$ cat config.mk
export PLATFORM = sky130hd
export DESIGN_NAME = dm_lsu
export DESIGN_NICKNAME = d
export VERILOG_FILES = /design/src/rtl/dm_lsu.sv
export SDC_FILE = /design/constraint.sdc
export NUM_CORES = 1
export LEC_CHECK = 0
export CAP_MARGIN = 20
export CORE_ASPECT_RATIO = 2
export CORE_MARGIN = 8
export CORE_UTILIZATION = 30
export DETAILED_ROUTE_END_ITERATION = 10
export PLACE_DENSITY_LB_ADDON = 0.2
export SYNTH_ARGS = -nofsm -noshare
export SYNTH_HDL_FRONTEND = slang
export SYNTH_SLANG_ARGS = --single-unit
$ cat constraint.sdc
create_clock -name clk -period 3.5 [get_ports clk]
set_input_delay 1.05 -clock clk [delete_from_list [all_inputs] [get_ports clk]]
set_output_delay 1.05 -clock clk [all_outputs]
set_load 0.03 [all_outputs]
$ cat src/rtl/dm_lsu.sv
// dm_lsu: load/store unit that drives the dm data-memory port with one word beat or a run of byte beats.
// Optional feature macro: DM_LSU_MISALIGN_TRAP_EN rejects misaligned halfword/word accesses instead of splitting them.
module dm_lsu #(
    parameter int ADDR_W = 5
) (
    input  logic              clk,
    input  logic              rst,
    input  logic              req_valid,
    output logic              req_ready,
    input  logic              req_wr,
    input  logic [ADDR_W-1:0] req_addr,
    input  logic [2:0]        req_type,
    input  logic [31:0]       req_wdata,
    output logic              rsp_valid,
    output logic [31:0]       rsp_rdata,
    output logic              rsp_err,
    output logic [ADDR_W-1:0] mem_addr,
    output logic [31:0]       mem_din,
    output logic [2:0]        mem_type,
    output logic              mem_wr,
    input  logic [31:0]       mem_dout
);

    typedef enum logic [1:0] {IDLE, BEAT, DRAIN, RESP} state_e;

    state_e            state_q;
    logic              wr_q;
    logic [ADDR_W-1:0] addr_q;
    logic [2:0]        type_q;
    logic [31:0]       wdata_q;
    logic              word_q;
    logic [1:0]        beat_q;
    logic [1:0]        last_q;
    logic [31:0]       rdata_q;

    logic              hs_s;
    logic              illegal_s;
    logic              trap_s;
    logic              word_beat_s;
    logic [1:0]        last_s;
    logic [1:0]        beat_nx_s;
    logic [1:0]        cap_idx_s;
    logic [31:0]       raw_s;

    function automatic logic [31:0] extend(input logic [2:0] t, input logic [31:0] d);
        case (t)
            3'd1:    extend = {{16{d[15]}}, d[15:0]};
            3'd2:    extend = {16'h0000, d[15:0]};
            3'd3:    extend = {{24{d[7]}}, d[7:0]};
            3'd4:    extend = {24'h000000, d[7:0]};
            default: extend = d;
        endcase
    endfunction

`ifdef DM_LSU_MISALIGN_TRAP_EN
    assign trap_s = ((req_type == 3'd0) && (req_addr[1:0] != 2'd0)) ||
                    (((req_type == 3'd1) || (req_type == 3'd2)) && req_addr[0]);
`else
    assign trap_s = 1'b0;
`endif

    // Request decode, beat indexing and merge of the byte returned by the memory.
    always_comb begin
        hs_s        = req_valid && req_ready;
        illegal_s   = (req_type > 3'd4);
        word_beat_s = (req_type == 3'd0) && (req_addr[1:0] == 2'd0);
        case (req_type)
            3'd0:       last_s = word_beat_s ? 2'd0 : 2'd3;
            3'd1, 3'd2: last_s = 2'd1;
            default:    last_s = 2'd0;
        endcase
        beat_nx_s = beat_q + 2'd1;
        // The byte on mem_dout belongs to the beat driven one cycle earlier.
        cap_idx_s = (state_q == DRAIN) ? last_q : (beat_q - 2'd1);
        if (word_q) begin
            raw_s = mem_dout;
        end else begin
            raw_s = rdata_q;
            raw_s[{cap_idx_s, 3'b000} +: 8] = mem_dout[7:0];
        end
    end

    // Control FSM with all handshake and memory-port outputs registered.
    always_ff @(posedge clk) begin
        if (rst) begin
            state_q   <= IDLE;
            req_ready <= 1'b1;
            rsp_valid <= 1'b0;
            rsp_err   <= 1'b0;
            rsp_rdata <= 32'h0000_0000;
            mem_wr    <= 1'b0;
            mem_addr  <= '0;
            mem_din   <= 32'h0000_0000;
            mem_type  <= 3'd0;
            wr_q      <= 1'b0;
            addr_q    <= '0;
            type_q    <= 3'd0;
            wdata_q   <= 32'h0000_0000;
            word_q    <= 1'b0;
            beat_q    <= 2'd0;
            last_q    <= 2'd0;
            rdata_q   <= 32'h0000_0000;
        end else begin
            case (state_q)
                IDLE: begin
                    if (hs_s) begin
                        req_ready <= 1'b0;
                        wr_q      <= req_wr;
                        addr_q    <= req_addr;
                        type_q    <= req_type;
                        wdata_q   <= req_wdata;
                        word_q    <= word_beat_s;
                        beat_q    <= 2'd0;
                        last_q    <= last_s;
                        rdata_q   <= 32'h0000_0000;
                        if (illegal_s || trap_s) begin
                            state_q   <= RESP;
                            rsp_valid <= 1'b1;
                            rsp_err   <= 1'b1;
                        end else begin
                            state_q  <= BEAT;
                            mem_addr <= req_addr;
                            mem_type <= word_beat_s ? 3'd0 : 3'd3;
                            mem_din  <= word_beat_s ? req_wdata : {24'h000000, req_wdata[7:0]};
                            mem_wr   <= req_wr;
                        end
                    end
                end
                BEAT: begin
                    if (!wr_q && !word_q && (beat_q != 2'd0)) begin
                        rdata_q <= raw_s;
                    end
                    if (beat_q == last_q) begin
                        mem_wr   <= 1'b0;
                        mem_addr <= '0;
                        mem_din  <= 32'h0000_0000;
                        mem_type <= 3'd0;
                        if (wr_q) begin
                            state_q   <= RESP;
                            rsp_valid <= 1'b1;
                        end else begin
                            state_q <= DRAIN;
                        end
                    end else begin
                        beat_q   <= beat_nx_s;
                        mem_addr <= addr_q + ADDR_W'(beat_nx_s);
                        mem_din  <= {24'h000000, wdata_q[{beat_nx_s, 3'b000} +: 8]};
                    end
                end
                DRAIN: begin
                    state_q   <= RESP;
                    rsp_valid <= 1'b1;
                    rsp_rdata <= extend(type_q, raw_s);
                end
                RESP: begin
                    state_q   <= IDLE;
                    rsp_valid <= 1'b0;
                    rsp_err   <= 1'b0;
                    rsp_rdata <= 32'h0000_0000;
                    req_ready <= 1'b1;
                end
                default: begin
                    state_q   <= IDLE;
                    req_ready <= 1'b1;
                end
            endcase
        end
    end

endmodule

---- Yosys cells after proc, flatten, opt, wreduce, memory -nomap -nowiden ----
Cells that the tools add are included.
operators by class
  reductions and logical operators ........ 23
  shifts and indexed selects .............. 3
  magnitude comparators ................... 1
  mux-type cells .......................... 44
  add/subtract/negate cells ............... 4
  eq/ne operators ......................... 17
operators with widths
  operator                                                                 count
  32-bit two-way mux                                                       6
  32-bit one-hot mux with 2 select lines                                   3
  32-bit one-hot mux with 4 select lines                                   1
  32-bit bitwise mux                                                       1
  8-bit by 7-bit variable shift with 32-bit output (first input constant)  1
  32-bit by 6-bit variable part select with 8-bit output                   1
  8-bit by 7-bit variable part select with 32-bit output                   1
  2-bit two-way mux                                                        8
  5-bit two-way mux                                                        3
  2-bit != test (second input constant)                                    7
  3-bit AND reduction                                                      4
  5-bit one-hot mux with 2 select lines                                    1
  3-bit by 2-bit equality test with 1-bit output (second input constant)   3
  1-bit two-way mux                                                        9
  3-bit two-way mux                                                        3
  8-bit two-way mux                                                        1
  2-bit one-hot mux with 2 select lines                                    2
  2-bit one-hot mux with 4 select lines                                    1
  4-bit AND reduction                                                      2
  2-bit nonzero test                                                       4
  5-bit negator with 7-bit output                                          1
  3-bit by 1-bit equality test with 1-bit output (second input constant)   2
  1-bit one-hot mux with 2 select lines                                    3
  3-bit one-hot mux with 2 select lines                                    1
  other kinds (15)                                                         23
storage, ports and cells
  register bits ........................... 156

---- Depth between registers and ports, before layout ----
  depth in word-level cells ............... 8
  gate-level depth with buffers ........... 14
  mapped depth without buffers ............ 11

---- Worst setup path before layout ----
OpenSTA, ideal clock, no wires.
  path kind ............................... flip-flop to flip-flop
  start point ............................. register beat_q[0]
  end point ............................... register rsp_rdata[29]
  arrival time ............................ 3.377 ns
  period minus slack after synthesis ...... 3.461 ns
  cell stages (with the launch flop) ...... 15
  setup slack ............................. 0.039 ns
  required time ........................... 3.416 ns
  path through ............................ dfxtp_1 > buf_1 > inv_1 > ha_1 > buf_4 > nor2b_1 > nor2_1 > inv_1 > ha_1 > nor2_1 > or4b_4 > a2111oi_4 > nor4b_4 > buf_6 > o31ai_4
between the ends
  longest elaborated chain between the ends .. 8
  elaborated cells on any way between the ends .. 9
RTL lines
  item                                                                                                                               line  RTL
  from (decl)                                                                                                                        32    logic [1:0] beat_q;
  from (signal assigned)                                                                                                             145   beat_q <= beat_nx_s;
  2-bit by 1-bit subtractor with 2-bit output *                                                                                      74    cap_idx_s = (state_q == DRAIN) ? last_q : (beat_q - 2'd1);
  2-bit two-way mux *                                                                                                                74
  5-bit negator with 7-bit output *                                                                                                  79    raw_s[{cap_idx_s, 3'b000} +: 8] = mem_dout[7:0];
  8-bit by 7-bit variable part select with 32-bit output / 8-bit by 7-bit variable shift with 32-bit output (equally long branches)  79
  32-bit bitwise mux *                                                                                                               79
  32-bit two-way mux *                                                                                                               75    if (word_q) begin
  32-bit one-hot mux with 4 select lines *                                                                                           46    case (t)
  32-bit one-hot mux with 2 select lines *                                                                                           104   case (state_q)
  to (signal assigned)                                                                                                               153   rsp_rdata <= extend(type_q, raw_s);
  to (decl)                                                                                                                          15    output logic [31:0] rsp_rdata,
Mark *: on every way between the ends. The rest lies on a longest branch, timed or not.
A chain may end at the register's enable or synchronous reset.

---- Final worst setup path ----
  start point ............................. register state_q[0]
  end point ............................... register rsp_rdata[24]
between the ends
  longest elaborated chain between the ends .. 8
  elaborated cells on any way between the ends .. 11
RTL lines
  item                                                                                                                               line     RTL
  from (decl)                                                                                                                        26       state_e state_q;
  from (signal assigned)                                                                                                             86       state_q <= IDLE;
  from (signal assigned)                                                                                                             117      state_q <= RESP;
  from (signal assigned)                                                                                                             121      state_q <= BEAT;
  2-bit equality test                                                                                                                74, 104
  2-bit two-way mux                                                                                                                  74
  5-bit negator with 7-bit output                                                                                                    79
  8-bit by 7-bit variable part select with 32-bit output / 8-bit by 7-bit variable shift with 32-bit output (equally long branches)  79
  32-bit bitwise mux                                                                                                                 79
  32-bit two-way mux                                                                                                                 75
  32-bit one-hot mux with 4 select lines                                                                                             46
  32-bit one-hot mux with 2 select lines                                                                                             104
Several ways; a longest one is shown, not always the timed one.

==> results.md <==
* Outcome: finished, final reports clean
* Hold buffers post-CTS at 0
* Most instantiated cells after synthesis: 154 x dfxtp_1, 130 x nand2_1, 81 x nor2_1
* Via count at 6,432
* Synth top area cells: dfxtp_1 44%, nand2_1 7.0%, a21oi_1 4.8%
* Clk sink count at 154
* Worst Max-Slew Pin Slew at 1.012 ns
* End-of-flow core utilization at 0.4101
* Max-cap violations at 0
* Sequential Area at 3083 um^2
* VDD IR-drop max at 0.3497 mV
* Critical path fanouts, max at 13
* # setup viols final at 0
* Pre-CTS WS at -0.06597 ns
* Overflow after GRT at 0
* Cell Chain, Critical Path: inv_1 -> buf_4 -> ha_1 -> and2b_4 -> or2_1 -> ha_1 -> nor2_1 -> or4b_4 -> a2111oi_4 -> nor4b_4 -> buf_12 -> o31ai_1
* Longest Clk Path Bufs at 2
* TritonRoute pass-1 iters at 5
* Initial Utilization at 0.3033
* Avg Synthesized Cell Area at 8.743 um^2
* Synth async-reset ratio at 0
* WP data arrival at 3.66 ns
* Final Skew at 0.006326 ns
* CTS buffer count at 17
* Area Growth Syn to Fin at 35.21%
* TritonCTS clock tree: yes
* Placed insts at 1,198
* Core ar. at 23,030 um^2
* Setup TNS at 0 ns
* Synth top area share at 0.4413
* 1st-iter DRT viols at 393
* Cell taking the most area after synthesis: dfxtp_1
* Final period util at 0.9477
* Ys Warns at 0
* CTS H-tree depth at 4
* Min Tclk post-route at 3.317 ns
* Final nets at 1,024
* FMAX at 0.3015 GHz
* Clock transition at path regs at 0.06 ns
* Die area at 28,720 um^2
* Post-route ant nets at 0
* Filler Cell Count at 2,307
* Crit Path Class: register to register
* Site Rows at 79
* Fin area at 9445 um^2
* Clk_lat worst skew at 0.43 ns
* Final Max Tran Viols at 0
* CP peak stage delay at 0.52 ns
* Post-place instance area at 8816 um^2
* Vias in the first global route at 6,513
* Die Height at 231.8 um
* GR Util met1 at 0.1946
* Crit path capture type: register
* Worst setup SP type: register
* Sequential area share after synthesis at 0.4413
* Gate Count Post-Synth at 799
* Top_reg_cell synth: dfxtp_1
* Most frequent CP cell: ha_1
* Chip width at 123.9 um
* EDFF count, synth at 0
* Routability cong. at 0.8736
* Met2 Usage GRT at 0.2565
* Total design power at 6.739 mW
* Hpwl dp at 16,010 um
* WHS at 0.4512 ns
* Slew HR at 0.3229
* Mapped Nets at 888
* DRC at 0
* Crit path buf inv count at 3
* Layout cells sized above 1 at 0.1015
* Antenna diodes at 0
* Gr usage total at 0.1579
* Initial antenna violation count at 0
* Drt via density at 5.234
* Final WS setup at 0.1831 ns
* Hold Crit Class: register to register
* GR peak layer: met2
* Top Family by Delay on Critical Path: simple AND/OR/NAND/NOR gates
* Mapped cell area at 6985 um^2
* Multi-input combinational cell area at 3605 um^2
* IO Pins at 152
* Power per cell area at 713.5 nW/um^2
* CTS root buffer: clkbuf_16
* #FFs+latches synth at 154
* Most common cell in the netlist: dfxtp_1
* Slowest cell on crit path: or4b_4
* Met3 Use GR at 0.04481
* Wire per inst at 18.28 um
* Leakage at 3.291 nW
* Netlist cell types at 62
* Largest net degree at the start of global routing at 89
* Critical Path RT at 3.84 ns
* First-pass GRT wire length at 35,280 um
* Final WL at 22,470 um
* Final hold viol count at 0
* Port-buffer cells at 150
* Finished Layout Cells at 1,229
[layer usage]
layer | wire length, um | part of all wire
met5 | 0 | 0
met1 | 9787 | 0.44
met2 | 10890 | 0.48
met3 | 1378 | 0.061
met4 | 416 | 0.019
[area by class of cell]
| class | count | area share |
|---|---|---|
| well taps | 283 | 0.03749 |
| inverters | 15 | 0.005961 |
| clock inverters | 7 | 0.01219 |
| flip-flops and latches | 154 | 0.3264 |
| repair buffers | 180 | 0.1847 |
| multi-input cells | 567 | 0.3816 |
| clock buffers | 23 | 0.05166 |
[cell usage in the layout (no fill, tap or decap), types with 4 or more instances in the layout]
master,count
nand2_1,130
o31ai_1,7
a211oi_1,5
mux4_2,8
clkbuf_16,17
a211oi_2,8
a221o_1,22
dfxtp_1,154
nand3b_1,9
nor2_1,81
ha_1,12
a22o_1,7
nand2b_1,9
o21a_1,8
a22oi_1,41
o21ai_0,23
o211ai_2,6
inv_1,14
buf_4,28
xnor2_1,4
clkdlybuf4s50_1,149
o41ai_1,8
clkbuf_8,4
nor3_1,18
a21oi_1,66
nor2b_1,14
a32oi_1,8
a221oi_1,20
o21ai_1,9
[logic make-up (layout without fill, tap and decap cells)]
logic type,Yosys count,count (layout),synth area share
adder cells (fa/ha/maj),13,13,0.02436
AO/OA/AOI/OAI,256,256,0.2735
AND/OR/NAND/NOR,282,282,0.1795
buffers and inverters,78,225,0.04603
XOR/XNOR,6,6,0.007523
multiplexers,9,9,0.02723
other,1,1,0.0005368
flip-flops,154,154,0.4413
[worst register-to-register path, cell delays in order (launching register included)]
cell and delay (ns):
dfxtp_1 0.37, inv_1 0.07, buf_4 0.15, ha_1 0.20, and2b_4 0.34, or2_1 0.21, ha_1 0.28, nor2_1 0.20
or4b_4 0.52, a2111oi_4 0.36, nor4b_4 0.12, buf_12 0.18, o31ai_1 0.24
[registers in the layout, indices dropped and copies added, names as in the netlist]
name / cells
mem_din: 32
rdata_q: 32
rsp_rdata: 32
wdata_q: 32
addr_q: 5
mem_addr: 5
type_q: 3
beat_q: 2
last_q: 2
state_q: 2
mem_type: 1
mem_wr: 1
req_ready: 1
rsp_err: 1
rsp_valid: 1
word_q: 1
wr_q: 1
[power breakdown]
group / internal (mW) / leakage, nW / switching (mW)
combinational: 0.998 / 1.75 / 1.68
sequential: 2.01 / 1.25 / 0.159
clock: 1.19 / 0.291 / 0.704
[what timing repair did]
action / CTS / global route
setup endpoints to repair: 6 / 16
buffers inserted: 1 / 0
resized for setup: 0 / 2
pin swaps: 1 / 0
[final timing paths]
kind                                       to        from  depth (start not counted)  slack, ns
worst max-delay path            rsp_rdata[24]  state_q[0]                         12       0.18
worst min-delay path               rdata_q[4]  rdata_q[4]                          2       0.45
worst max register to register  rsp_rdata[24]  state_q[0]                         12       0.18
worst min register to register     rdata_q[4]  rdata_q[4]                          2       0.45
Power figures use the tool's default switching activity.
